### config.mk
export PLATFORM = sky130hd
export DESIGN_NAME = uart_rx_fifo_flat
export DESIGN_NICKNAME = d
export VERILOG_FILES = /design/src/rtl/uart_rx_fifo_if.sv /design/src/rtl/uart_rx_fifo.sv /design/src/flat_wrapper.sv
export SDC_FILE = /design/constraint.sdc
export NUM_CORES = 1
export LEC_CHECK = 0
export CAP_MARGIN = 20
export CELL_PAD_IN_SITES_DETAIL_PLACEMENT = 2
export CELL_PAD_IN_SITES_GLOBAL_PLACEMENT = 2
export CORE_MARGIN = 2
export CORE_UTILIZATION = 45
export DETAILED_ROUTE_END_ITERATION = 16
export GPL_TIMING_DRIVEN = 0
export PLACE_DENSITY_LB_ADDON = 0.1
export RECOVER_POWER = 50
export REMOVE_ABC_BUFFERS = 1
export SKIP_LAST_GASP = 1
export SYNTH_ARGS = -nofsm -noshare
export SYNTH_HDL_FRONTEND = slang
export SYNTH_SLANG_ARGS = --single-unit
### constraint.sdc
create_clock -name clock -period 2.82 [get_ports clock]
set_clock_uncertainty 0.2 [all_clocks]
set_input_delay 0.564 -clock clock [delete_from_list [all_inputs] [get_ports clock]]
set_output_delay 0.564 -clock clock [all_outputs]
set_load 0.02 [all_outputs]
### src/rtl/uart_rx_fifo_if.sv
// Bus between the UART receiver/control unit and the receive FIFO.
// master drives receive strobes and pops; slave is the FIFO itself.
interface uart_rx_fifo_if #(
    parameter int unsigned ADDR_W = 4,
    parameter int unsigned DATA_W = 8
);
    logic              rxFim;
    logic [DATA_W-1:0] dadoRx;
    logic              pop;
    logic              limpaFlags;
    logic [DATA_W-1:0] dadoSaida;
    logic              dadoValido;
    logic              vazio;
    logic              cheio;
    logic [ADDR_W:0]   ocupacao;
    logic              overflow;
    logic              underflow;

    modport master (
        output rxFim, dadoRx, pop, limpaFlags,
        input  dadoSaida, dadoValido, vazio, cheio, ocupacao, overflow, underflow
    );

    modport slave (
        input  rxFim, dadoRx, pop, limpaFlags,
        output dadoSaida, dadoValido, vazio, cheio, ocupacao, overflow, underflow
    );
endinterface

### src/rtl/uart_rx_fifo.sv
// Circular receive FIFO capturing one byte per rxFim rising edge, with sticky overflow/underflow.
// Define UART_RX_FIFO_FWFT_EN for first-word fall-through reads; default is a 1-cycle registered read.
module uart_rx_fifo #(
    parameter int unsigned DEPTH  = 16,
    parameter int unsigned ADDR_W = 4,
    parameter int unsigned DATA_W = 8
) (
    input  logic           clock,
    input  logic           reset,
    uart_rx_fifo_if.slave  bus
);
    logic [DATA_W-1:0] r_mem [DEPTH];
    logic [ADDR_W-1:0] r_wr_ptr, w_wr_ptr_d;
    logic [ADDR_W-1:0] r_rd_ptr, w_rd_ptr_d;
    logic [ADDR_W:0]   r_count, w_count_d;
    logic              r_vazio, w_vazio_d;
    logic              r_cheio, w_cheio_d;
    logic              r_rx_fim_d;
    logic              r_overflow, w_overflow_d;
    logic              r_underflow, w_underflow_d;
    logic              w_push, w_wr_en, w_rd_en;

    always_comb begin
        w_push  = bus.rxFim & ~r_rx_fim_d;
        // A pop on a full FIFO frees the slot the incoming byte needs.
        w_wr_en = w_push & (~r_cheio | bus.pop);
        w_rd_en = bus.pop & ~r_vazio;

        w_wr_ptr_d = w_wr_en ? r_wr_ptr + ADDR_W'(1) : r_wr_ptr;
        w_rd_ptr_d = w_rd_en ? r_rd_ptr + ADDR_W'(1) : r_rd_ptr;

        w_count_d = r_count;
        case ({w_wr_en, w_rd_en})
            2'b10:   w_count_d = r_count + (ADDR_W+1)'(1);
            2'b01:   w_count_d = r_count - (ADDR_W+1)'(1);
            default: w_count_d = r_count;
        endcase
        w_vazio_d = (w_count_d == '0);
        w_cheio_d = (w_count_d == (ADDR_W+1)'(DEPTH));

        w_overflow_d  = (r_overflow & ~bus.limpaFlags) | (w_push & r_cheio & ~bus.pop);
        w_underflow_d = (r_underflow & ~bus.limpaFlags) | (bus.pop & r_vazio);
    end

    always_ff @(posedge clock) begin
        if (reset) begin
            r_wr_ptr    <= '0;
            r_rd_ptr    <= '0;
            r_count     <= '0;
            r_vazio     <= 1'b1;
            r_cheio     <= 1'b0;
            r_rx_fim_d  <= 1'b1;
            r_overflow  <= 1'b0;
            r_underflow <= 1'b0;
        end else begin
            r_wr_ptr    <= w_wr_ptr_d;
            r_rd_ptr    <= w_rd_ptr_d;
            r_count     <= w_count_d;
            r_vazio     <= w_vazio_d;
            r_cheio     <= w_cheio_d;
            r_rx_fim_d  <= bus.rxFim;
            r_overflow  <= w_overflow_d;
            r_underflow <= w_underflow_d;
        end
    end

    always_ff @(posedge clock) begin
        if (!reset && w_wr_en) begin
            r_mem[r_wr_ptr] <= bus.dadoRx;
        end
    end

`ifdef UART_RX_FIFO_FWFT_EN
    assign bus.dadoSaida  = r_mem[r_rd_ptr];
    assign bus.dadoValido = ~r_vazio;
`else
    logic [DATA_W-1:0] r_dado_saida;
    logic              r_dado_valido;

    always_ff @(posedge clock) begin
        if (reset) begin
            r_dado_saida  <= '0;
            r_dado_valido <= 1'b0;
        end else begin
            r_dado_valido <= w_rd_en;
            if (w_rd_en) begin
                r_dado_saida <= r_mem[r_rd_ptr];
            end
        end
    end

    assign bus.dadoSaida  = r_dado_saida;
    assign bus.dadoValido = r_dado_valido;
`endif

    assign bus.vazio     = r_vazio;
    assign bus.cheio     = r_cheio;
    assign bus.ocupacao  = r_count;
    assign bus.overflow  = r_overflow;
    assign bus.underflow = r_underflow;
endmodule
### src/flat_wrapper.sv
// flat-port wrapper written by rule: the top's interface ports become plain ports
module uart_rx_fifo_flat 
#(
    parameter int unsigned DEPTH  = 16,
    parameter int unsigned ADDR_W = 4,
    parameter int unsigned DATA_W = 8
)
  (clock, reset, bus_rxFim, bus_dadoRx, bus_pop, bus_limpaFlags, bus_dadoSaida, bus_dadoValido, bus_vazio, bus_cheio, bus_ocupacao, bus_overflow, bus_underflow);
  uart_rx_fifo_if #(.ADDR_W(ADDR_W), .DATA_W(DATA_W)) bus_i ();
  input  logic clock;
  input  logic reset;
  input wire logic [$bits(bus_i.rxFim)-1:0] bus_rxFim;
  input wire logic [$bits(bus_i.dadoRx)-1:0] bus_dadoRx;
  input wire logic [$bits(bus_i.pop)-1:0] bus_pop;
  input wire logic [$bits(bus_i.limpaFlags)-1:0] bus_limpaFlags;
  output wire logic [$bits(bus_i.dadoSaida)-1:0] bus_dadoSaida;
  output wire logic [$bits(bus_i.dadoValido)-1:0] bus_dadoValido;
  output wire logic [$bits(bus_i.vazio)-1:0] bus_vazio;
  output wire logic [$bits(bus_i.cheio)-1:0] bus_cheio;
  output wire logic [$bits(bus_i.ocupacao)-1:0] bus_ocupacao;
  output wire logic [$bits(bus_i.overflow)-1:0] bus_overflow;
  output wire logic [$bits(bus_i.underflow)-1:0] bus_underflow;
  assign bus_i.rxFim = bus_rxFim;
  assign bus_i.dadoRx = bus_dadoRx;
  assign bus_i.pop = bus_pop;
  assign bus_i.limpaFlags = bus_limpaFlags;
  assign bus_dadoSaida = bus_i.dadoSaida;
  assign bus_dadoValido = bus_i.dadoValido;
  assign bus_vazio = bus_i.vazio;
  assign bus_cheio = bus_i.cheio;
  assign bus_ocupacao = bus_i.ocupacao;
  assign bus_overflow = bus_i.overflow;
  assign bus_underflow = bus_i.underflow;
  uart_rx_fifo #(.DEPTH(DEPTH), .ADDR_W(ADDR_W), .DATA_W(DATA_W)) u_core (.clock(clock), .reset(reset), .bus(bus_i));
endmodule
# Word level (Yosys, flattened, before mapping)
# Memory sizes are Yosys's and may differ from the RTL's. A register that Yosys moved wholly into a read port is not among the register bits.
# Cells that the tools add are included.
# totals
register_bits,19
ram_bits,128
inputBits,13
out_inout_bits,18
elab_cells,39
memories,1
# mem_list
memory,words,word_bits,rd,rd_ports_with_merged_regs,wr,line,text
u_core.r_mem,16,8,1,1,1,uart_rx_fifo.sv:12,logic [DATA_W-1:0] r_mem [DEPTH];
# op_classes
add_sub_neg,4
eq_ne,3
muxes,3
n_bitwise,16
n_reduce_logical,3
# op_table
operator,n
$pmux W5 S2,1
$add A4 B1 Y4 const B,2
$and A1 B1 Y1,8
$add A5 B1 Y5 const B,1
$eq A5 B5 Y1 const B,1
$logic_not A5 Y1,1
$not A1 Y1,5
$sub A5 B1 Y5 const B,1
$or A1 B1 Y1,3
$eq A2 B1 Y1 const B,1
$eq A2 B2 Y1 const B,1
$mux W1,2
$logic_and A1 B1 Y1,1
$logic_not A1 Y1,1

# Depth between registers and ports, before layout
# Gate-level depths: netlist of the first run.
# depth
word_depth,6
ltp_mapped,11
depth_no_buf,10

# Least setup slack after synthesis of the first run
# OpenSTA, ideal clock, no wires.
# synth_path
kind,input-to-reg
start,input bus_rxFim
end,"register u_core.r_cheio, in the netlist u_core.bus.cheio"
setup_ps,90
arrival_ps,2321
t_required_ps,2530
path_slack_ps,209
stages,11
path_cell_list,nand2b_1 -> nor2_1 -> inv_2 -> ha_1 -> buf_2 -> nor2_1 -> nand4_1 -> a21oi_1 -> a221oi_2 -> xor2_1 -> nor4bb_2
# synth_between
elab_chain_cells,5
# synth_rtl
element,line,text
from (decl),flat_wrapper.sv:12,input wire logic [$bits(bus_i.rxFim)-1:0] bus_rxFim;
$and A1 B1 Y1 (*),uart_rx_fifo.sv:24,w_push = bus.rxFim & ~r_rx_fim_d;
$and A1 B1 Y1 (*),uart_rx_fifo.sv:26,w_wr_en = w_push & (~r_cheio | bus.pop);
$eq A2 B1 Y1 or $eq A2 B2 Y1 (tied branches),uart_rx_fifo.sv:33,"case ({w_wr_en, w_rd_en})"
$pmux W5 S2 (*),uart_rx_fifo.sv:33,
$eq A5 B5 Y1 (*),uart_rx_fifo.sv:39,w_cheio_d = (w_count_d == (ADDR_W+1)'(DEPTH));
to (signal assigned),uart_rx_fifo.sv:60,r_cheio <= w_cheio_d;
to (decl),uart_rx_fifo.sv:17,"logic r_cheio, w_cheio_d;"
# Mark *: on every way between the ends. The rest lies on a longest branch, timed or not.
# A chain may end at the register's enable or synchronous reset.

# Final worst setup path of the first run
# layout_path
start,input bus_pop
end,"register u_core.r_cheio, in the netlist u_core.bus.cheio"
# layout_between
elab_chain_cells,5
# layout_rtl
element,line,text
from (decl),flat_wrapper.sv:14,input wire logic [$bits(bus_i.pop)-1:0] bus_pop;
$or A1 B1 Y1,uart_rx_fifo.sv:26,
$and A1 B1 Y1,uart_rx_fifo.sv:26,
$eq A2 B1 Y1 or $eq A2 B2 Y1 (tied branches),uart_rx_fifo.sv:33,
$pmux W5 S2 (*),uart_rx_fifo.sv:33,
$eq A5 B5 Y1 (*),uart_rx_fifo.sv:39,
# Marks and branches as above.

==> out/results.ini, run 1 <==
[floorplanning]
dieArea_um2=14800
num_rows=43
ioPinCount=31
start_util_pct=45.5
die_height_um=122
dieWidth_um=122
core_um2=13700

[status]
outcome=finished, final reports clean

[timing]
finalMaxSlewViolations=0
rsz0062_at_grt=true
period_share_pct=97.6
period_minus_slack_ns=2.75
relSlewSlack_pct=45.0
worst_slew_pin_slew_ns=0.824
hold_ws_ns=0.296
hold_viol=0
max_freq_mhz=364
setup_viol=0

[route]
drt_wl_total_um=15200
first_pass_iters=4
via_per_inst=5.68
drt-initial-drc-count=225
routed-via-count=3320
ant_nets=0
wl_per_cell_um=26.0
drc=0

[clocking]
cts_tree=yes
numCtsBuffers=17
h-tree-depth=4
cts.sinks=155
clockBufferDepth=2
path_clk_slew_ns=0.06
clk_latency_ns=0.43
cts_root_buf=clkbuf_16

[yosys]
yosysTopAreaCellShare_pct=61.6
ys_seq_area_share_pct=70.3
netlist_instances=357
ys_ff_latch=155
synth_edf_count=128
synth.area.top_cells=edfxtp_1 62%, mux4_2 12%, dfxtp_1 8.7%, a22oi_1 2.2%, a21oi_1 1.8%
synthArstFlopShare_pct=0
ys_warn_count=0
syn_area_um2=6240
syn_area_per_cell_um2=17.5
synthDistinctLibCells=45
dominantRegCellSynth=edfxtp_1
synth_top_cell_by_area=edfxtp_1

[final_layout]
synthToLayoutAreaGrowth_pct=18.5
drive_above_1_share_pct=21.8
final_cells=584
mostFrequentLayoutCell=edfxtp_1
diodes=0
fin_nets=412
layout_common_cells=128 x edfxtp_1, 32 x mux4_2, 25 x dfxtp_1

[global_route]
overflow=0
grt_max_degree=31
grt_pass1_wl_um=23300
grt_pass1_vias=3647
grt_use_total_pct=22.6
antenna_found_initial=0

[power]
cellPowerDensity_nw_per_um2=795
p_leak_nw=2.43
power_w=0.00588
ir_drop_mv=0.455

[worst_setup_path]
crit_path_end_kind=register
cp.required_ns=2.94
critPathLaunchType=primary input
crit_type=primary input to register
cp_data_arrival_time_ns=2.88
cp_max_fo=11

[place]
hpwl_um=9930
dpl.cell_count=550
port_buffers=30
place_congestion=0.731

[run]
cap_violations=0

[hold_path]
hold_class=register to register

logic make-up after synthesis:
group	Yosys count	share of synthesized area, %
buf+inv	26	2.37
compound gates	49	5.23
simple gates	73	6.76
flops	155	70.3
mux	35	12.2
xor+xnor	11	1.54
fa+ha+maj	8	1.60
metal layers:
metal	vias to the layer above	GRT usage, %	share of wire [%]
met5	-	0	0
met4	0	7.26	1.4
met3	15	4.92	3.3
met2	79	36.7	51
met1	1751	30.6	44
li1	1475	-	-
sequential cells by signal, summed over array words and instances, names as in the netlist, 4 cells and up:
register,cells
u_core.bus.dadoSaida,8
u_core.r_mem,128
u_core.r_wr_ptr,4
u_core.r_rd_ptr,4
u_core.bus.ocupacao,5
Yosys cell counts (2+ instances only):
| library cell | count |
|---|---|
| nor3b_2 | 2 |
| a21oi_1 | 22 |
| nand2_1 | 8 |
| and2_1 | 9 |
| nand3_1 | 2 |
| buf_6 | 5 |
| dfxtp_1 | 27 |
| mux2i_1 | 2 |
| nor2b_1 | 4 |
| nor2_1 | 26 |
| a221oi_2 | 2 |
| buf_4 | 2 |
| inv_1 | 4 |
| buf_2 | 4 |
| nand4_1 | 2 |
| ha_1 | 8 |
| a22oi_1 | 18 |
| mux4_2 | 32 |
| buf_1 | 2 |
| inv_2 | 2 |
| xor2_1 | 7 |
| and3_1 | 8 |
| xnor2_1 | 4 |
| clkbuf_1 | 7 |
| edfxtp_1 | 128 |
critical path, cell delays in order:
cell and delay, ns:
dlygate4sd2_1 0.36, nand2b_4 0.21, nor2_8 0.20, xor2_1 0.25
ha_2 0.26, and2_1 0.15, nand2_1 0.07, o21bai_1 0.22
a221oi_2 0.11, xor2_1 0.19, nor4bb_2 0.28
stage by stage:
stage / TNS, ns / worst slack (ns) / util [%] / instance area [um^2]
floorplan: -0.487 / -0.0626 / - / 6110
global placement: -75.78 / -0.947 / 48.4 / 6640
detailed placement: -66.74 / -0.916 / 48.9 / 6710
CTS: 0 / 0.0125 / 53.8 / 7380
global route: -0.134 / -0.0856 / 53.9 / 7400
finish: 0 / 0.0691 / 53.9 / 7400
final timing paths:
kind	start	to	slack, ns	cells past startpoint
worst max-delay path	bus_pop	u_core.bus.cheio	0.07	11
worst min-delay path	u_core.bus.dadoSaida[1]	u_core.bus.dadoSaida[1]	0.30	2
worst max register to register	u_core.bus.vazio	u_core.bus.cheio	0.19	10
worst min register to register	u_core.bus.dadoSaida[1]	u_core.bus.dadoSaida[1]	0.30	2
area by class of cell:
cell class,instances,area (um^2)
Clock buffer,19,433
Clock inverter,13,199
Fill cell,1224,6320
Inverter,6,22.5
Multi-Input combinational cell,177,1750
Sequential cell,155,4390
Tap cell,180,225
Timing Repair Buffer,34,377
power breakdown:
group / total, W / switching, W / internal [W]
Sequential: 0.00262 / 0.0000870 / 0.00253
Clock: 0.00248 / 0.000914 / 0.00156
Combinational: 0.000790 / 0.000396 / 0.000394
timing repair:
item,in CTS,in global routing
buffers inserted,1,0
setup endpoints to repair,116,11
pin swaps,2,2
resized for setup,6,6
cloned,1,0
hold buffers,0,0
Power figures use the tool's default switching activity.
==> inputs of run 2 (changes only) <==
--- a/config.mk
+++ b/config.mk
@@ -8,7 +8,7 @@
 export CAP_MARGIN = 20
 export CELL_PAD_IN_SITES_DETAIL_PLACEMENT = 2
 export CELL_PAD_IN_SITES_GLOBAL_PLACEMENT = 2
-export CORE_MARGIN = 2
+export CORE_MARGIN = 5
 export CORE_UTILIZATION = 45
 export DETAILED_ROUTE_END_ITERATION = 16
 export GPL_TIMING_DRIVEN = 0
==> run 2 against run 1 <==
  * Sequential power about the same
  * Global-route usage fell by 2.1 points
  * Cell area fell by 1.4%
  * Sequential share of layout area up 0.87 points
  * Combinational power shrank 0.6%
  * Critical endpoint unchanged
==> out/results.ini, run 2 (synthesized netlist as in run 1, its figures left out) <==
[status]
outcome=finished, final reports clean

[hold_path]
hold_depth=2  ; unchanged
hold_class=primary input to register
min_from=bus_rxFim
min_to=u_core.r_rx_fim_d

[worst_setup_path]
crit_type=primary input to register
cp_data_arrival_time_ns=2.83  ; -0.05 ns
cp.required_ns=2.95  ; about the same
crit_path_end_kind=register
critPathLaunchType=primary input
cp_max_fo=11  ; unchanged
rr_startpoint=u_core.bus.vazio
rr_endpoint=u_core.bus.cheio
r2r_cells=10  ; unchanged
reg2reg_setup_slack_ns=0.22  ; +0.03 ns

[route]
ant_nets=0  ; unchanged
via_per_inst=5.74  ; +1.0%
drt-initial-drc-count=212  ; -5.8%
drc=0  ; unchanged
first_pass_iters=4  ; unchanged
wl_per_cell_um=26.2  ; +0.77%
drt_wl_total_um=15300  ; +0.94%
routed-via-count=3359  ; +1.2%

[final_layout]
multi_input_area_um2=1760  ; about the same
layout_common_cells=128 x edfxtp_1, 32 x mux4_2, 25 x dfxtp_1
largest_reg_flops=128  ; unchanged
top_register=u_core.r_mem
synthToLayoutAreaGrowth_pct=16.9
drive_above_1_share_pct=21.7  ; -0.054 points
fillers=1201  ; -1.9%
diodes=0  ; unchanged
fin_nets=413  ; +0.24%
mostFrequentLayoutCell=edfxtp_1
regArea_um2=4390  ; about the same

[timing]
finalMaxSlewViolations=0  ; unchanged
period_minus_slack_ns=2.70  ; -0.0527 ns
period_share_pct=95.7  ; -1.9 points
worst_slew_pin_slew_ns=0.916  ; +0.0924 ns
layout_setup_ws_ns=0.122  ; +0.0527 ns
max_freq_mhz=371  ; +2.0%
setup_viol=0  ; unchanged
relSlewSlack_pct=38.8  ; -6.2 points
hold_viol=0  ; unchanged
rsz0062_at_grt=true

[clocking]
clk_latency_ns=0.43  ; about the same
clockBufferDepth=2  ; unchanged
cts.sinks=155  ; unchanged
numCtsBuffers=17  ; unchanged
h-tree-depth=4  ; unchanged
path_clk_slew_ns=0.06  ; about the same
cts_root_buf=clkbuf_16
cts_tree=yes

[floorplanning]
ioPinCount=31  ; unchanged
num_rows=43  ; unchanged
core_um2=13700  ; unchanged
start_util_pct=45.5  ; unchanged
dieArea_um2=16300  ; +10%
die_height_um=128  ; +4.9%
dieWidth_um=128  ; +4.9%

[global_route]
grt_use_total_pct=20.5  ; -2.1 points
grt_pass1_wl_um=24000  ; +2.6%
grt_pass1_vias=3810  ; +4.5%
overflow=0  ; unchanged
antenna_found_initial=0  ; unchanged
grt_max_degree=33  ; +6.5%

[place]
port_buffers=30  ; unchanged
post-place-ws_ns=-1.00  ; -0.0854 ns
hpwl_um=10200  ; +2.7%
place_congestion=0.709  ; -2.9%

[power]
p_int_w=0.00405  ; -9.8%
power.share.switching_pct=25.8  ; +2.1 points
clkPwrFrac_pct=37.3  ; -4.8 points
combPwrFrac_pct=14.4  ; +1.0 points
ir_drop_mv=0.588  ; +29%
p_leak_nw=2.39  ; -1.5%
seqPwrFrac_pct=48.4  ; +3.9 points
power_w=0.00546  ; -7.3%
cellPowerDensity_nw_per_um2=748  ; -6.0%
p_sw_w=0.00141  ; +0.77%

[run]
cap_violations=0  ; unchanged

==> run 2: changes by cell type in the layout (fill, tap and decap cells not counted), sizes merged <==
cell,previous run,this run
clkdlybuf4s50,19,12
dlygate4sd3,9,16
bufinv,5,0
clkinv,5,9
inv,6,9
clkinvlp,3,2
==> run 2: power by group through the flow <==
stage	logic [W]	clock network, W	registers, W
final	0.000785	0.00203	0.00264
after CTS	0.000792	0.00208	0.00264
after floorplan	0.000399	0	0.00273
after global placement	0.000658	0	0.00272
after detailed placement	0.000760	0	0.00268
after global routing	0.000839	0.00220	0.00265
==> run 2: layout make-up <==
cell class,count,share of cell area (%)
Tap cell,180,3.09
Clock inverter,14,1.34
Sequential cell,155,60.2
Clock buffer,18,5.88
Timing Repair Buffer,35,5.15
Inverter,6,0.309
Multi-Input combinational cell,177,24.1
==> run 2: metal layers <==
layer | GRT usage, % | wire (um) | share of wire (%)
met5 | 0 | 0 | 0
met4 | 5.37 | 168 | 1.1
met3 | 5.04 | 585 | 3.8
met2 | 33.9 | 7890 | 51
met1 | 27.4 | 6710 | 44
==> run 2: through the flow <==
stage / hold slack (ns) / std cells / utilization, % / setup TNS, ns / instance area (um^2)
2_1_floorplan: 0.276 / 337 / - / -0.487 / 6110
3_3_place_gp: 0.268 / 547 / 48.4 / -81.73 / 6640
3_5_place_dp: 0.300 / 550 / 48.9 / -75.00 / 6710
4_1_cts: 0.315 / 585 / 53.0 / 0 / 7270
5_1_grt: 0.265 / 585 / 53.2 / -0.0000959 / 7290
6_report: 0.283 / 585 / 53.2 / 0 / 7290
==> run 2: worst max-delay path by stage <==
stage               slack (ns)  cells after the start               start                       to
finish                    0.12                     11             bus_pop         u_core.bus.cheio
global route           -0.0001                     10             bus_pop         u_core.bus.cheio
CTS                      0.009                     11           bus_rxFim         u_core.bus.cheio
detailed placement       -1.00                     10           bus_rxFim         u_core.bus.cheio
global placement         -1.00                      5  u_core.r_rd_ptr[0]  u_core.bus.dadoSaida[1]
floorplan                -0.06                      5  u_core.r_rd_ptr[0]  u_core.bus.dadoSaida[0]
==> run 2: worst max-delay path, cell delays in order <==
cell and delay [ns]:
dlygate4sd2_1 0.36, nand2b_4 0.21, nor2_8 0.20, xor2_1 0.21
ha_2 0.25, and2_1 0.16, nand4_1 0.14, a21oi_2 0.18
a221oi_2 0.06, xor2_1 0.21, nor4bb_2 0.27
==> run 2: timing repair <==
item | 4_1_cts | 5_1_grt
endpoints found under the setup margin | 125 | 56
cloned | 1 | 0
hold buffers | 0 | 0
resized for setup | 5 | 8
buffers inserted | 2 | 0
pin swaps | 3 | 3
==> inputs of run 3 (changes only) <==
--- a/config.mk
+++ b/config.mk
@@ -8,8 +8,9 @@
 export CAP_MARGIN = 20
 export CELL_PAD_IN_SITES_DETAIL_PLACEMENT = 2
 export CELL_PAD_IN_SITES_GLOBAL_PLACEMENT = 2
+export CORE_ASPECT_RATIO = 0.6
 export CORE_MARGIN = 5
-export CORE_UTILIZATION = 45
+export CORE_UTILIZATION = 41
 export DETAILED_ROUTE_END_ITERATION = 16
 export GPL_TIMING_DRIVEN = 0
 export PLACE_DENSITY_LB_ADDON = 0.1
==> constraint.sdc (replaced) <==
create_clock -name clock -period 2.2 [get_ports clock]
set_clock_uncertainty 0.2 [all_clocks]
set_input_delay 0.44 -clock clock [delete_from_list [all_inputs] [get_ports clock]]
set_output_delay 0.44 -clock clock [all_outputs]
set_load 0.02 [all_outputs]
==> run 3 against run 2 <==
  * The flow now finishes with violations (negative setup slack)
  * Power up 40%
  * Sequential power increased by 27%
  * Hold slack got worse by 0.0092 ns
  * Setup slack worse by 0.38 ns
  * Global-route usage decreased by 0.94 points
  * Via count grew 0.95%
  * Cell count grew 4.1%
  * Count of clock-buffer cells in the layout up 4
  * Combinational power is 55% higher
  * Clock power up 52%
  * Critical path type is now register to register
  * Largest cell class unchanged
==> out/results.ini, run 3 (synthesized netlist as in run 1, its figures left out) <==
[place]
place_congestion=0.683  ; -3.8%
dpl.cell_count=567  ; +3.1%
hpwl_um=10300  ; +1.4%
port_buffers=30  ; unchanged

[floorplanning]
core_um2=14700  ; +7.3%
dieArea_um2=17900  ; +9.5%
start_util_pct=42.4  ; -3.1 points
die_height_um=106  ; -17%
dieWidth_um=169  ; +32%
num_rows=34  ; -21%
ioPinCount=31  ; unchanged

[clocking]
h-tree-depth=4  ; unchanged
cts_tree=yes
clk_latency_ns=0.42  ; about the same
numCtsBuffers=17  ; unchanged
path_clk_slew_ns=0.06  ; about the same
cts_root_buf=clkbuf_16
clockBufferDepth=2  ; unchanged
cts.sinks=155  ; unchanged

[power]
ir_drop_mv=0.467  ; -21%
p_leak_nw=2.54  ; +6.4%
power_w=0.00764  ; +40%
cellPowerDensity_nw_per_um2=1010  ; +34%

[worst_setup_path]
critPathLaunchType=register
crit_path_start=u_core.bus.cheio
crit_type=register to register
cp_data_arrival_time_ns=2.57  ; -0.26 ns
rr_startpoint=u_core.bus.cheio
cp.required_ns=2.31  ; -0.64 ns
cp_max_fo=7  ; -4
crit_path_end_kind=register

[timing]
finalMaxSlewViolations=0  ; unchanged
period_share_pct=112
rsz0062_at_grt=true
period_minus_slack_ns=2.46
max_freq_mhz=406
layout_setup_ws_ns=-0.260  ; -0.382 ns
worst_slew_pin_slew_ns=0.839  ; -0.0776 ns
relSlewSlack_pct=43.9  ; +5.1 points
hold_viol=0  ; unchanged
setup_viol=16  ; +16

[final_layout]
layout_common_cells=128 x edfxtp_1, 32 x mux4_2, 23 x nor2_1
synthToLayoutAreaGrowth_pct=21.8
fillers=1320  ; +9.9%
final_cells=609  ; +4.1%
fin_nets=419  ; +1.5%
mostFrequentLayoutCell=edfxtp_1
diodes=0  ; unchanged
top_register=u_core.r_mem
drive_above_1_share_pct=31.6  ; +9.9 points
largest_reg_flops=128  ; unchanged

[hold_path]
hold_class=primary input to register
min_from=bus_rxFim

[route]
first_pass_iters=4  ; unchanged
ant_nets=0  ; unchanged
drt_wl_total_um=17000  ; +11%
wl_per_cell_um=27.9  ; +6.5%
drc=0  ; unchanged
routed-via-count=3391  ; +0.95%
drt-initial-drc-count=248  ; +17%
via_per_inst=5.57  ; -3.0%

[status]
outcome=complete, but fails checks
violations=negative setup slack

[global_route]
grt_pass1_wl_um=25100  ; +4.8%
grt_max_degree=36  ; +9.1%
antenna_found_initial=0  ; unchanged
overflow=0  ; unchanged
grt_use_total_pct=19.6  ; -0.94 points
grt_pass1_vias=3759  ; -1.3%

[run]
cap_violations=0  ; unchanged

## run 3: changes by cell type in the layout (fill, tap and decap cells not counted), moves of 4 or more
cell and delta:
inv_4 +4, and2_1 -8, and2_4 +4, and3_2 +7, dlygate4sd3_1 -8, and3_1 -7
and2_2 +4, buf_4 +8, nor2b_1 -4, dfxtp_1 -5
## run 3: through the flow
stage / TNS, ns / hold WS [ns] / utilization, % / setup slack (ns) / instance area, um^2
6_report: -0.885 / 0.274 / 51.6 / -0.260 / 7600
5_1_grt: -3.80 / 0.297 / 51.6 / -0.376 / 7600
4_1_cts: -0.566 / 0.273 / 51.1 / -0.215 / 7520
3_5_place_dp: -130.74 / 0.292 / 45.6 / -1.48 / 6710
3_3_place_gp: -177.57 / 0.267 / 45.3 / -1.61 / 6660
2_1_floorplan: -6.62 / 0.276 / - / -0.683 / 6110
## run 3: where the power goes
| group | switching (W) | total, W | internal [W] |
|---|---|---|---|
| clock | 0.00119 | 0.00308 | 0.00189 |
| sequential | 0.0000981 | 0.00335 | 0.00325 |
| combinational | 0.000642 | 0.00122 | 0.000575 |
| total | 0.00193 | 0.00764 | 0.00571 |
## run 3: final timing paths
kind / slack, ns / to / depth (start not counted)
setup / recovery: -0.26 / u_core.bus.vazio / 10
hold reg to reg: 0.30 / u_core.bus.dadoSaida[1] / 2
setup reg to reg: -0.26 / u_core.bus.vazio / 10
hold / removal: 0.27 / u_core.r_rx_fim_d / 2
## run 3: worst max-delay path, cell delays in order (launching register included)
cell and delay, ns:
dfxtp_1 0.35, nor2b_4 0.21, nor2_4 0.06, inv_4 0.13, ha_4 0.27, nor2_2 0.21, nand4_1 0.14, a21oi_2 0.23
a221oi_4 0.07, xor2_2 0.20, a31o_1 0.26
## run 3: cell type report
cell class	instances	area, um^2	area share, %
Clock buffer	22	475	6.25
Clock inverter	10	138	1.81
Inverter	6	27.5	0.362
Multi-Input combinational cell	177	1900	25.0
Sequential cell	155	4400	57.9
Tap cell	198	248	3.26
Timing Repair Buffer	41	417	5.48
## run 3: per-layer routing
metal | track usage [%] | vias to the layer above | share of wire (%)
li1 | - | 1494 | -
met5 | 0 | - | 0
met2 | 29.7 | 85 | 47
met3 | 4.00 | 13 | 6.0
met1 | 28.6 | 1799 | 46
met4 | 6.15 | 0 | 0.95
## run 3: timing repair
item	4_1_cts	5_1_grt
pin swaps	9	7
hold buffers	0	0
setup buffers	7	2
gates resized for setup	54	15
setup endpoints to repair	146	88
gates cloned	1	0
